## config.mk

```make
export PLATFORM = sky130hd
export DESIGN_NAME = modulo_contador_t_param
export DESIGN_NICKNAME = d
export VERILOG_FILES = /design/src/rtl/contradores_pkg.sv /design/src/rtl/ff_t_estagio.sv /design/src/rtl/modulo_contador_t_param.sv
export SDC_FILE = /design/constraint.sdc
export NUM_CORES = 1
export LEC_CHECK = 0
export CAP_MARGIN = 5
export CORE_MARGIN = 2
export CORE_UTILIZATION = 30
export DETAILED_ROUTE_END_ITERATION = 8
export PLACE_DENSITY = 0.53
export SETUP_SLACK_MARGIN = 0.05
export SYNTH_ARGS = -nofsm -noshare
export SYNTH_HDL_FRONTEND = slang
export SYNTH_SLANG_ARGS = --single-unit
```

## constraint.sdc

```tcl
create_clock -name clk -period 3.2 [get_ports clk]
set_input_delay 0.48 -clock clk [delete_from_list [all_inputs] [get_ports clk]]
set_output_delay 0.48 -clock clk [all_outputs]
set_load 0.05 [all_outputs]
```

## src/rtl/contradores_pkg.sv

```systemverilog
// rtl/contradores_pkg.sv - shared types and helpers for the T-stage counters
//
// Contents:
//   state_e     : one-shot FSM state (ST_RUN=0, ST_HALT=1)
//   term_value  : terminal count for up-counting, from modulus and width
package contradores_pkg;

  typedef enum logic {
    ST_RUN  = 1'b0,
    ST_HALT = 1'b1
  } state_e;

  // A modulus of zero selects the full 2^w range, so the terminal is all-ones.
  // Callers cast the result back down to their own width.
  function automatic logic [63:0] term_value(input logic [63:0] mod_v, input int unsigned w);
    if (mod_v == 64'd0) begin
      term_value = (w >= 64) ? '1 : ((64'd1 << w) - 64'd1);
    end else begin
      term_value = mod_v - 64'd1;
    end
  endfunction

endpackage

```

## src/rtl/ff_t_estagio.sv

```systemverilog
// rtl/ff_t_estagio.sv - single T flip-flop stage with async clear to a per-bit value
//
// Ports:
//   clk     in  rising-edge clock
//   clr     in  asynchronous clear, active-high, loads rst_val
//   rst_val in  value taken while clr is high
//   t       in  toggle on the next rising edge when 1
//   q       out stage value
//   q_bar   out complement of q
module ff_t_estagio (
  input  logic clk,
  input  logic clr,
  input  logic rst_val,
  input  logic t,
  output logic q,
  output logic q_bar
);

  logic bit_q;

  always_ff @(posedge clk or posedge clr) begin
    if (clr) begin
      bit_q <= rst_val;
    end else if (t) begin
      bit_q <= ~bit_q;
    end
  end

  assign q     = bit_q;
  assign q_bar = ~bit_q;

endmodule

```

## src/rtl/modulo_contador_t_param.sv

```systemverilog
// rtl/modulo_contador_t_param.sv - up/down modulus counter built from T stages
//
// Ports:
//   clk      in  rising-edge clock
//   clr      in  asynchronous reset, active-high
//   en       in  count enable
//   up       in  direction, 1=up 0=down
//   load     in  synchronous parallel load (wins over en)
//   load_val in  value loaded on load
//   mod_val  in  modulus, 0 selects 2^W
//   oneshot  in  1 halts at terminal, 0 wraps
//   q        out count value
//   q_bar    out complement of q
//   tc       out terminal count (combinational)
//   done     out one-shot finished (registered)
module modulo_contador_t_param
  import contradores_pkg::*;
#(
  parameter int            W         = 4,
  parameter logic [W-1:0]  RESET_VAL = '0
) (
  input  logic         clk,
  input  logic         clr,
  input  logic         en,
  input  logic         up,
  input  logic         load,
  input  logic [W-1:0] load_val,
  input  logic [W-1:0] mod_val,
  input  logic         oneshot,
  output logic [W-1:0] q,
  output logic [W-1:0] q_bar,
  output logic         tc,
  output logic         done
);

  localparam logic [W-1:0] ONE = W'(1);

  logic [W-1:0] cnt_q;
  logic [W-1:0] cnt_d;
  logic [W-1:0] toggle;
  logic [W-1:0] term_up;
  logic         at_term;
  state_e       state_q, state_d;
  logic         done_q, done_d;

  assign term_up = W'(term_value(64'(mod_val), W));

  // Up uses >= so an out-of-range load is treated as terminal and wraps to 0.
  assign at_term = up ? (cnt_q >= term_up) : (cnt_q == '0);

  always_comb begin
    cnt_d   = cnt_q;
    state_d = state_q;
    done_d  = done_q;
    if (load) begin
      cnt_d   = load_val;
      state_d = ST_RUN;
      done_d  = 1'b0;
    end else if (en && (state_q == ST_RUN)) begin
      if (at_term && oneshot) begin
        state_d = ST_HALT;
        done_d  = 1'b1;
      end else if (up) begin
        cnt_d = at_term ? '0 : (cnt_q + ONE);
      end else begin
        cnt_d = at_term ? term_up : (cnt_q - ONE);
      end
    end
  end

  // Each stage flips exactly the bits that differ between now and next.
  assign toggle = cnt_q ^ cnt_d;

  for (genvar i = 0; i < W; i++) begin : g_stage
    ff_t_estagio u_ff (
      .clk     (clk),
      .clr     (clr),
      .rst_val (RESET_VAL[i]),
      .t       (toggle[i]),
      .q       (cnt_q[i]),
      .q_bar   (q_bar[i])
    );
  end

  always_ff @(posedge clk or posedge clr) begin
    if (clr) begin
      state_q <= ST_RUN;
      done_q  <= 1'b0;
    end else begin
      state_q <= state_d;
      done_q  <= done_d;
    end
  end

  assign q    = cnt_q;
  assign tc   = en & ~load & (state_q == ST_RUN) & at_term;
  assign done = done_q;

endmodule
```

**Yosys cells after proc, flatten, opt, wreduce, memory -nomap -nowiden**

Index checks and enable logic that the tools add are counted.

- Register bits after elaboration: 5
- Input port bits: 14
- Output and inout port bits: 10

- Add/sub/neg operators: 3
- Order comparisons: 1
- Muxes and demuxes: 11
- Bitwise logic cells: 10
- Reductions and logical operators: 7

Operators with widths:

| cell | count |
|---|---|
| two-way mux 4 bit | 7 |
| logical NOT 4 bit | 2 |
| subtractor 4 x 1 -> 4 bit, second input constant | 2 |
| inverter 1 bit | 6 |
| adder 4 x 1 -> 4 bit, second input constant | 1 |
| >= comparator 4 bit | 1 |
| two-way mux 1 bit | 4 |
| nonzero test 2 bit | 2 |
| XOR 4 bit | 1 |
| AND 1 bit | 3 |
| logical AND 1 bit | 2 |
| AND reduction 2 bit | 1 |

**Depth between registers and ports, before layout**

Gate-level depths: netlist of the first run.

- Depth in word-level cells: 10
- Depth in mapped cells: 10

**Worst setup path before layout of the first run**

Ideal clock, no wire load.

- Path type: input to output
- Start point: in mod_val[0]
- End point: out tc
- Arrival: 2.684 ns
- Path slack: 0.036 ns
- Stages: 9
- Cell sequence: inv_1 ha_1 o21bai_1 a21oi_1 ha_1 o21ai_0 or2b_1 a31oi_2 nor3_1

- Longest elaborated chain between the ends: 5
- Elaborated cells on any way between the ends: 6
- Those cells by class: 1 x add/sub; 1 x order compare; 2 x mux; 1 x bitwise; 1 x reduce/logical

Ends and longest elaborated chain:

| item | RTL line | RTL |
|---|---|---|
| start: declaration | modulo_contador_t_param.sv:28 | `input logic [W-1:0] mod_val,` |
| subtractor 4 x 1 -> 4 bit / logical NOT 4 bit (equally long branches) | contradores_pkg.sv:19, contradores_pkg.sv:16 |  |
| two-way mux 4 bit (*) | contradores_pkg.sv:16 | `if (mod_v == 64'd0) begin` |
| >= comparator 4 bit (*) | modulo_contador_t_param.sv:49 | `assign at_term = up ? (cnt_q >= term_up) : (cnt_q == '0);` |
| two-way mux 1 bit (*) | modulo_contador_t_param.sv:49 |  |
| AND 1 bit (*) | modulo_contador_t_param.sv:96 | `assign tc = en & ~load & (state_q == ST_RUN) & at_term;` |
| end: declaration | modulo_contador_t_param.sv:32 | `output logic tc,` |

Every way passes the cells marked *; elsewhere a longest branch is shown, timed or not.

**Final worst setup path of the first run**

- Start point: in mod_val[2]
- End point: out tc

Same word-level chain as after synthesis.

==> results.yml, run 1 <==
setup_path:
  slowest_stage: "clkdlybuf4s50_1"
  start_kind: "primary input"
  critical_path_class: "in -> out"
  cp-end-kind: "output port"
  path_cells: "clkdlybuf4s50_1 > nand2b_1 > o21ai_2 > ha_1 > nand2b_1 > a2111o_1 > a31oi_2 > nor3_2 > buf_6"
  max_stage_delay_ps: 440
  arrival_ps: 2470
  r2r_start: "g_stage[0].u_ff.q$_DFFE_PP0P_"
  critical_path_required_ps: 2720
  r2r_cells: 8
  r2r_slack_ps: 870
  worst-path-max-fanout: 3
  critPathMostFrequentCell: "nand2b_1"
  regToRegEndpoint: "g_stage[0].u_ff.q$_DFFE_PP0P_"
placement:
  dpl-instance-area_um2: 1007
  gp_congestion: 0.7993
  place_ws_ps: -87.97
  io_buffers: 23
  hpwl_um: 1482
timing:
  fin_crit_sh_pct: 92.15
  timing.fmax_ghz: 0.3391
  slew_violations: 0
  rsz0062_at_grt: "false"
  clock_skew_ps: 0.3454
  finalCriticalPeriod_ps: 2949
  fin_ws_ps: 251.3
  finalSetupTns_ps: 0
  hold_violations: 0
  worst_slew_pin_slew_ps: 501.3
  setup_viol: 0
  relSlewSlack_pct: 66.47
floorplanning:
  die_area_um2: 2896
  die_h_um: 53.82
  placeableCoreArea_um2: 2410
  die_w_um: 53.82
  placementRows: 18
  io_pins: 24
  initial_core_util_pct: 30.89
synthesis:
  syn_nets: 113
  synth_seq_cells: 5
  yosysWarnings: 0
  seq_area_frac_synth_pct: 16.81
  syn_avg_cell_area_um2: 8.092
  syn_area_um2: 744.5
  synth_cells: 92
  yosysUniqueCellTypes: 32
power_and_ir_drop:
  pwr-share-comb_pct: 64.4
  pwr-share-clk_pct: 15.2
  power_w: 0.0004692
  powerDensity_nw_per_um2: 443.8
  ir_drop_mv: 0.3370
  internal_power_w: 0.0002542
  leakage_nw: 0.4703
  seq_power_share_pct: 20.4
  p_sw_w: 0.0002150
  switching_share_pct: 45.82
clock_tree:
  numCtsBuffers: 3
  clock_latency_ps: 240
  clk_path_buf_depth: 2
  tritoncts: "yes"
  root_buffer: "clkbuf_4"
  htree_levels: 1
  cts_num_sinks: 5
  clk_pin_slew_worst_paths_ps: 40
cells_and_area:
  antenna_cells: 0
  nets: 141
  drive_gt1_share_pct: 18.49
  final_cell_mix: "20 x clkdlybuf4s50_1, 11 x inv_1, 10 x buf_4"
  synthToLayoutAreaGrowth_pct: 42.02
  final_common_cell: "clkdlybuf4s50_1"
  finalInstanceArea_um2: 1057
global_routing:
  grt_util_all_layers_pct: 13.34
  grt_pass1_wl_um: 2877
  grt-ovfl-total: 0
  antenna_found_initial: 0
  grt_max_degree: 10
  grt_pass1_vias: 673
run_status:
  status: "completed"
detailed_routing:
  via_count: 749
  drt-total-wl_um: 1738
  via_per_inst: 5.027
  post_drt_wl_per_cell_um: 11.66
  dr.pass1.iters: 4
  drt_iter0_markers: 12
  drc: 0
  drtAntennaViolNets: 0
worst_hold_path:
  hp-class: "in -> async"
job:
  maxCapViolCount: 0
-- worst max path at each step --
| stage | startpoint | to | slack [ps] | cells past startpoint |
|---|---|---|---|---|
| after global placement | mod_val[0] | tc | -60 | 11 |
| after CTS | mod_val[1] | tc | 60 | 11 |
| after detailed placement | mod_val[0] | tc | -90 | 11 |
| after floorplan | mod_val[0] | tc | 460 | 9 |
| after global routing | mod_val[2] | tc | 150 | 9 |
| final | mod_val[2] | tc | 250 | 9 |
-- critical path: cells and delay by family --
| kind | cells | cell delay [ps] |
|---|---|---|
| adders and majority gates | 1 | 240 |
| AOI/OAI and AO/OA | 3 | 760 |
| buffers and inverters | 2 | 600 |
| and+or+nand+nor | 3 | 380 |
-- power by group through the flow --
stage | Clock, W | Combinational, W | Sequential [W]
6_report | 0.0000712 | 0.000302 | 0.0000957
4_1_cts | 0.0000749 | 0.000305 | 0.0000960
3_3_place_gp | 0 | 0.000297 | 0.0000972
5_1_grt | 0.0000809 | 0.000328 | 0.0000982
2_1_floorplan | 0 | 0.000219 | 0.0000930
3_5_place_dp | 0 | 0.000297 | 0.0000969
-- what timing repair did --
item,in CTS,in global routing
hold buffers,0,0
gates resized for setup,4,2
setup endpoints to repair,1,1
setup buffers,1,0
hold endpoints to repair,0,0
pin swaps,2,1
-- per-stage QoR --
step / instances / utilization, % / hold WS [ps]
floorplan: 92 / - / 258.5
global placement: 144 / 41.80 / 523.9
finish: 149 / 43.87 / 441.0
CTS: 149 / 43.61 / 442.9
detailed placement: 144 / 41.80 / 522.0
global route: 149 / 43.87 / 454.1
-- per-layer routing --
metal	vias to the layer above	wire (µm)	GRT usage, %
met5	-	0	0
met3	0	64	2.500
li1	385	-	-
met4	0	0	1.282
met2	13	853	23.58
met1	351	820	17.29
-- registers in the layout, summed over array words and instances (netlist names) --
register	count
g_stage.u_ff.q	4
done	1
-- logic make-up after synthesis --
kind of cell | share of synthesized area [%]
compound gates | 30.25
simple gates | 22.02
buf+inv | 15.63
fa+ha+maj | 11.76
flops | 16.81
xor+xnor | 3.530
-- area by class of cell --
| cell class | count | area (µm²) |
|---|---|---|
| multi-input cells | 66 | 519.2 |
| flip-flops and latches | 5 | 125.1 |
| repair buffers | 33 | 307.8 |
| inverters | 11 | 41.29 |
| clock buffers | 4 | 26.28 |
| fillers | 245 | 1353 |
| well taps | 30 | 37.54 |
-- cells in the mapped netlist, drive strengths merged --
library cell  number  area (µm²)
inv               11       41.29
buf               10       75.07
nand2              8       30.03
ha                 7       87.58
dfrtp              5       125.1
a211oi             4       30.03
a21oi              4       20.02
nand2b             4       25.02
o211ai             4       40.03
nand3              3       15.01
nor2               3       11.26
nor3               3       15.01
xnor2              3       26.28
nor2b              2       12.51
o2111ai            2       17.52
o21a               2       15.01
o21ai              2       10.01
o21bai             2       15.01
a2111o             1       11.26
a221o              1       10.01
a22o               1       8.760
a31oi              1       12.51
a32oi              1       8.760
and4               1       11.26
nand4              1       6.260
nor4b              1       23.77
o221ai             1       8.760
o31a               1       8.760
o41ai              1       8.760
or2b               1       7.510
or3                1       6.260
No activity file was read; power rests on OpenSTA's default activity.
==> run 2: changes to the inputs <==
--- a/config.mk
+++ b/config.mk
@@ -6,8 +6,8 @@
 export NUM_CORES = 1
 export LEC_CHECK = 0
 export CAP_MARGIN = 5
-export CORE_MARGIN = 2
 export CORE_UTILIZATION = 30
+export CTS_CLUSTER_DIAMETER = 50
 export DETAILED_ROUTE_END_ITERATION = 8
 export PLACE_DENSITY = 0.53
 export SETUP_SLACK_MARGIN = 0.05
==> run 2 against run 1 <==
Compared with the run above:
- register-to-register slack improved by 120 ps
- first-iteration DRC count decreased by 17%
- clock-buffer cell count unchanged
- maximum frequency decreased by 0.22%
- largest cell class unchanged
==> results.yml, run 2 (same netlist as run 1, synthesis figures left out) <==
run_status:
  status: "completed"
floorplanning:
  placementRows: 17
  die_w_um: 51.82
  initial_core_util_pct: 32.71
  die_area_um2: 2685
  placeableCoreArea_um2: 2276
  io_pins: 24
  die_h_um: 51.82
timing:
  hold_violations: 0
  rsz0062_at_grt: "false"
  setup_viol: 0
  fin_ws_ps: 244.8
  timing.fmax_ghz: 0.3384
  finalCriticalPeriod_ps: 2955
  fin_crit_sh_pct: 92.35
  slew_violations: 0
  worst_slew_pin_slew_ps: 490.4
  clock_skew_ps: 7.193
  relSlewSlack_pct: 67.21
  finalSetupTns_ps: 0
clock_tree:
  clk_path_buf_depth: 2
  numCtsBuffers: 3
  clock_latency_ps: 250
  post-cts-setup-buffer-count: 0
  cts_hold_buf: 0
  htree_levels: 1
  tritoncts: "yes"
  clk_pin_slew_worst_paths_ps: 50
  root_buffer: "clkbuf_4"
  cts_num_sinks: 5
  post_cts_resized: 5
detailed_routing:
  drt-total-wl_um: 1748
  drc: 0
  post_drt_wl_per_cell_um: 11.97
  dr.pass1.iters: 4
  drtAntennaViolNets: 0
  via_count: 760
  via_per_inst: 5.205
  drt_iter0_markers: 10
power_and_ir_drop:
  ir_drop_mv: 0.2468
  pwr-share-clk_pct: 16.2
  switching_share_pct: 46.58
  leakage_nw: 0.4569
  pwr-share-comb_pct: 63.4
  internal_power_w: 0.0002506
  p_sw_w: 0.0002185
  seq_power_share_pct: 20.4
  power_w: 0.0004691
  powerDensity_nw_per_um2: 451.2
placement:
  dpl-instance-area_um2: 1005
  gp_congestion: 0.7881
  place_ws_ps: -93.09
  hpwl_um: 1440
  io_buffers: 23
job:
  maxCapViolCount: 0
setup_path:
  cp-end-kind: "output port"
  worst-path-max-fanout: 3
  critical_path_class: "in -> out"
  start_kind: "primary input"
  arrival_ps: 2480
  critical_path_required_ps: 2720
cells_and_area:
  finalInstanceArea_um2: 1040
  final_cell_mix: "20 x clkdlybuf4s50_1, 11 x inv_1, 9 x buf_4"
  utilization_pct: 45.68
  drive_gt1_share_pct: 16.95
  nFillCells: 232
  seqCellArea_um2: 125.1
  final_common_cell: "clkdlybuf4s50_1"
  antenna_cells: 0
  multiInputGateArea_um2: 515.5
  largest_reg_flops: 4
  synthToLayoutAreaGrowth_pct: 39.66
  nets: 140
global_routing:
  grt_max_degree: 10
  grt-ovfl-total: 0
  grt_util_all_layers_pct: 14.38
  grt_pass1_wl_um: 2849
  grt_pass1_vias: 675
  antenna_found_initial: 0
worst_hold_path:
  hp-class: "in -> async"
==> run 2: routing by layer <==
metal,vias up,part of all wire [%],GRT usage [%]
li1,382,-,-
met1,357,51,19.96
met2,21,45,23.16
met3,0,3.8,2.632
met4,0,0,2.703
met5,-,0,0
==> run 2: cell type report <==
cell class	instances	area share, %
Inverter	11	3.971
Multi-Input combinational cell	66	49.58
Tap cell	28	3.369
Clock buffer	4	2.527
Sequential cell	5	12.03
Timing Repair Buffer	32	28.52
==> run 2: final timing paths <==
check                                              startpoint                       endpoint  slack (ps)  cells past startpoint
worst max-delay path                               mod_val[2]                             tc         240                      9
worst min-delay path                                      clr  g_stage[0].u_ff.q$_DFFE_PP0P_         440                      2
worst max register to register  g_stage[0].u_ff.q$_DFFE_PP0P_  g_stage[0].u_ff.q$_DFFE_PP0P_         990                      8
worst min register to register               done$_DFFE_PP0P_               done$_DFFE_PP0P_         520                      1
max in group asynchronous                                 clr  g_stage[1].u_ff.q$_DFFE_PP0P_        2570                      2
min in group clk                             done$_DFFE_PP0P_               done$_DFFE_PP0P_         520                      1
==> run 2: critical path: stages <==
cell and delay (ps):
clkdlybuf4s50_1 430, nand2b_1 160, o21ai_1 170, ha_1 250
nand2b_1 140, a2111o_1 430, a31oi_2 180, nor3_2 70
buf_6 160
==> run 2: per-stage QoR <==
step | cells | hold slack, ps
2_1_floorplan | 92 | 258.5
3_3_place_gp | 142 | 518.0
3_5_place_dp | 142 | 505.7
4_1_cts | 146 | 438.0
5_1_grt | 146 | 455.7
6_report | 146 | 439.0
==> run 2: power groups by stage <==
stage / clock network [W] / logic, W / registers, W
floorplan: 0 / 0.000219 / 0.0000930
global placement: 0 / 0.000298 / 0.0000972
detailed placement: 0 / 0.000297 / 0.0000968
CTS: 0.0000777 / 0.000299 / 0.0000959
global route: 0.0000839 / 0.000321 / 0.0000988
finish: 0.0000758 / 0.000298 / 0.0000957
==> run 3: changes to the inputs <==
--- a/config.mk
+++ b/config.mk
@@ -10,7 +10,7 @@
 export CTS_CLUSTER_DIAMETER = 50
 export DETAILED_ROUTE_END_ITERATION = 8
 export PLACE_DENSITY = 0.53
-export SETUP_SLACK_MARGIN = 0.05
+export SETUP_SLACK_MARGIN = 0.2
 export SYNTH_ARGS = -nofsm -noshare
 export SYNTH_HDL_FRONTEND = slang
 export SYNTH_SLANG_ARGS = --single-unit
==> run 3 against run 2 <==
Compared with the run above:
- non-clock buffer count unchanged
- global-route usage unchanged
- clock-buffer cell count unchanged
- highest routed layer unchanged
==> results.yml, run 3 (same netlist as run 1, synthesis figures left out) <==
floorplanning:
  placementRows: 17
  die_w_um: 51.82
  die_h_um: 51.82
  io_pins: 24
  placeableCoreArea_um2: 2276
  initial_core_util_pct: 32.71
  die_area_um2: 2685
detailed_routing:
  post_drt_wl_per_cell_um: 12.27
  drtAntennaViolNets: 0
  via_count: 766
  drt_iter0_markers: 11
  via_per_inst: 5.247
  dr.pass1.iters: 4
  drc: 0
  drt-total-wl_um: 1791
setup_path:
  critPathBufInv: 2
  path_cells: "clkdlybuf4s50_1 > nand2b_1 > o21ai_2 > ha_1 > nand2b_1 > a2111o_1 > a31oi_4 > nor3_2 > buf_6"
  r2r_slack_ps: 990
  r2r_cells: 7
  path_depth: 9
  max_stage_delay_ps: 430
  critical_path_class: "in -> out"
  slowest_stage: "clkdlybuf4s50_1"
  arrival_ps: 2420
  worst-path-max-fanout: 3
  regToRegEndpoint: "g_stage[0].u_ff.q$_DFFE_PP0P_"
  crit_family: "compound AO/OA/AOI/OAI gates"
  start_kind: "primary input"
  cp-end-kind: "output port"
  r2r_start: "g_stage[0].u_ff.q$_DFFE_PP0P_"
  critical_path_required_ps: 2720
  critPathMostFrequentCell: "nand2b_1"
run_status:
  status: "completed"
cells_and_area:
  utilization_pct: 46.23
  largest_reg_flops: 4
  nets: 140
  seqCellArea_um2: 125.1
  finalInstanceArea_um2: 1052
  synthToLayoutAreaGrowth_pct: 41.34
  drive_gt1_share_pct: 19.49
  multiInputGateArea_um2: 531.8
  antenna_cells: 0
  final_cell_mix: "20 x clkdlybuf4s50_1, 11 x inv_1, 9 x buf_4"
  final_common_cell: "clkdlybuf4s50_1"
  nFillCells: 231
power_and_ir_drop:
  ir_drop_mv: 0.2469
  powerDensity_nw_per_um2: 453.3
  leakage_nw: 0.4587
timing:
  rsz0062_at_grt: "false"
  worst_slew_pin_slew_ps: 489.0
  slew_violations: 0
  setup_viol: 0
  relSlewSlack_pct: 67.27
  finalCriticalPeriod_ps: 2905
  hold_violations: 0
  clock_skew_ps: 7.229
  fin_crit_sh_pct: 90.78
  timing.fmax_ghz: 0.3442
clock_tree:
  cts_num_sinks: 5
  numCtsBuffers: 3
  root_buffer: "clkbuf_4"
  post-cts-setup-buffer-count: 0
  tritoncts: "yes"
  clock_latency_ps: 250
  clk_pin_slew_worst_paths_ps: 50
  clk_path_buf_depth: 2
  htree_levels: 1
placement:
  dpl-instance-area_um2: 1005
  io_buffers: 23
  gp_congestion: 0.7881
  hpwl_um: 1440
global_routing:
  antenna_found_initial: 0
  grt_pass1_wl_um: 2849
  grt_pass1_vias: 675
  grt_util_all_layers_pct: 14.38
  grt_max_degree: 10
  grt-ovfl-total: 0
job:
  maxCapViolCount: 0
worst_hold_path:
  hp-class: "in -> async"
==> run 3: cell count changes in the layout (fill, tap and decap cells not counted), sizes merged <==
| cell | before | now |
|---|---|---|
| dlygate4sd2 | 2 | 1 |
| clkbuf | 4 | 5 |
==> run 3: final cells by class <==
type / instances / share of cell area (%)
clock buffers: 4 / 2.497
flip-flops and latches: 5 / 11.89
repair buffers: 32 / 27.82
inverters: 11 / 3.924
multi-input cells: 66 / 50.54
well taps: 28 / 3.329
==> run 3: worst max path at each step <==
stage,start,endpoint,slack (ps)
final,mod_val[2],tc,300
after global routing,mod_val[1],tc,180
after CTS,mod_val[2],tc,230
after detailed placement,mod_val[0],tc,-90
after global placement,mod_val[0],tc,-50
after floorplan,mod_val[0],tc,460
==> run 3: metrics by stage <==
stage          total power (W)  setup slack (ps)  setup TNS, ps  cells  hold WS [ps]
2_1_floorplan        0.0003118             460.2              0     92         258.5
3_3_place_gp         0.0003948            -46.76         -46.76    142         518.0
3_5_place_dp         0.0003935            -93.09         -93.09    142         505.7
4_1_cts              0.0004722             231.4              0    146         438.0
5_1_grt              0.0005104             182.1              0    146         455.7
6_report             0.0004770             295.1              0    146         438.6
==> run 3: what timing repair did <==
item	4_1_cts	5_1_grt
endpoints found under the setup margin	1	1
endpoints found under the hold margin	0	0
resized for setup	5	5
hold buffers	0	0
pin swaps	1	1
==> run 3: per-layer routing <==
metal / routed length, µm / global-route usage, % / vias to the layer above
met5: 0 / 0 / -
met4: 0 / 2.703 / 0
met3: 79 / 2.632 / 0
met2: 826 / 23.16 / 24
met1: 884 / 19.96 / 359
li1: - / - / 383
==> run 3: worst reg2reg max path, stage by stage, from the launching register on <==
cell and delay (ps):
dfrtp_1 440, inv_1 170, ha_1 280, nor4b_4 470
a31oi_4 70, buf_4 160, a22o_1 210, a221o_1 310
==> run 3: where the power goes <==
group | internal [W] | leakage (nW) | total [W] | switching (W)
registers | 0.0000727 | 0.0627 | 0.0000957 | 0.0000231
clock network | 0.0000473 | 0.0150 | 0.0000759 | 0.0000286
logic | 0.000133 | 0.381 | 0.000305 | 0.000172
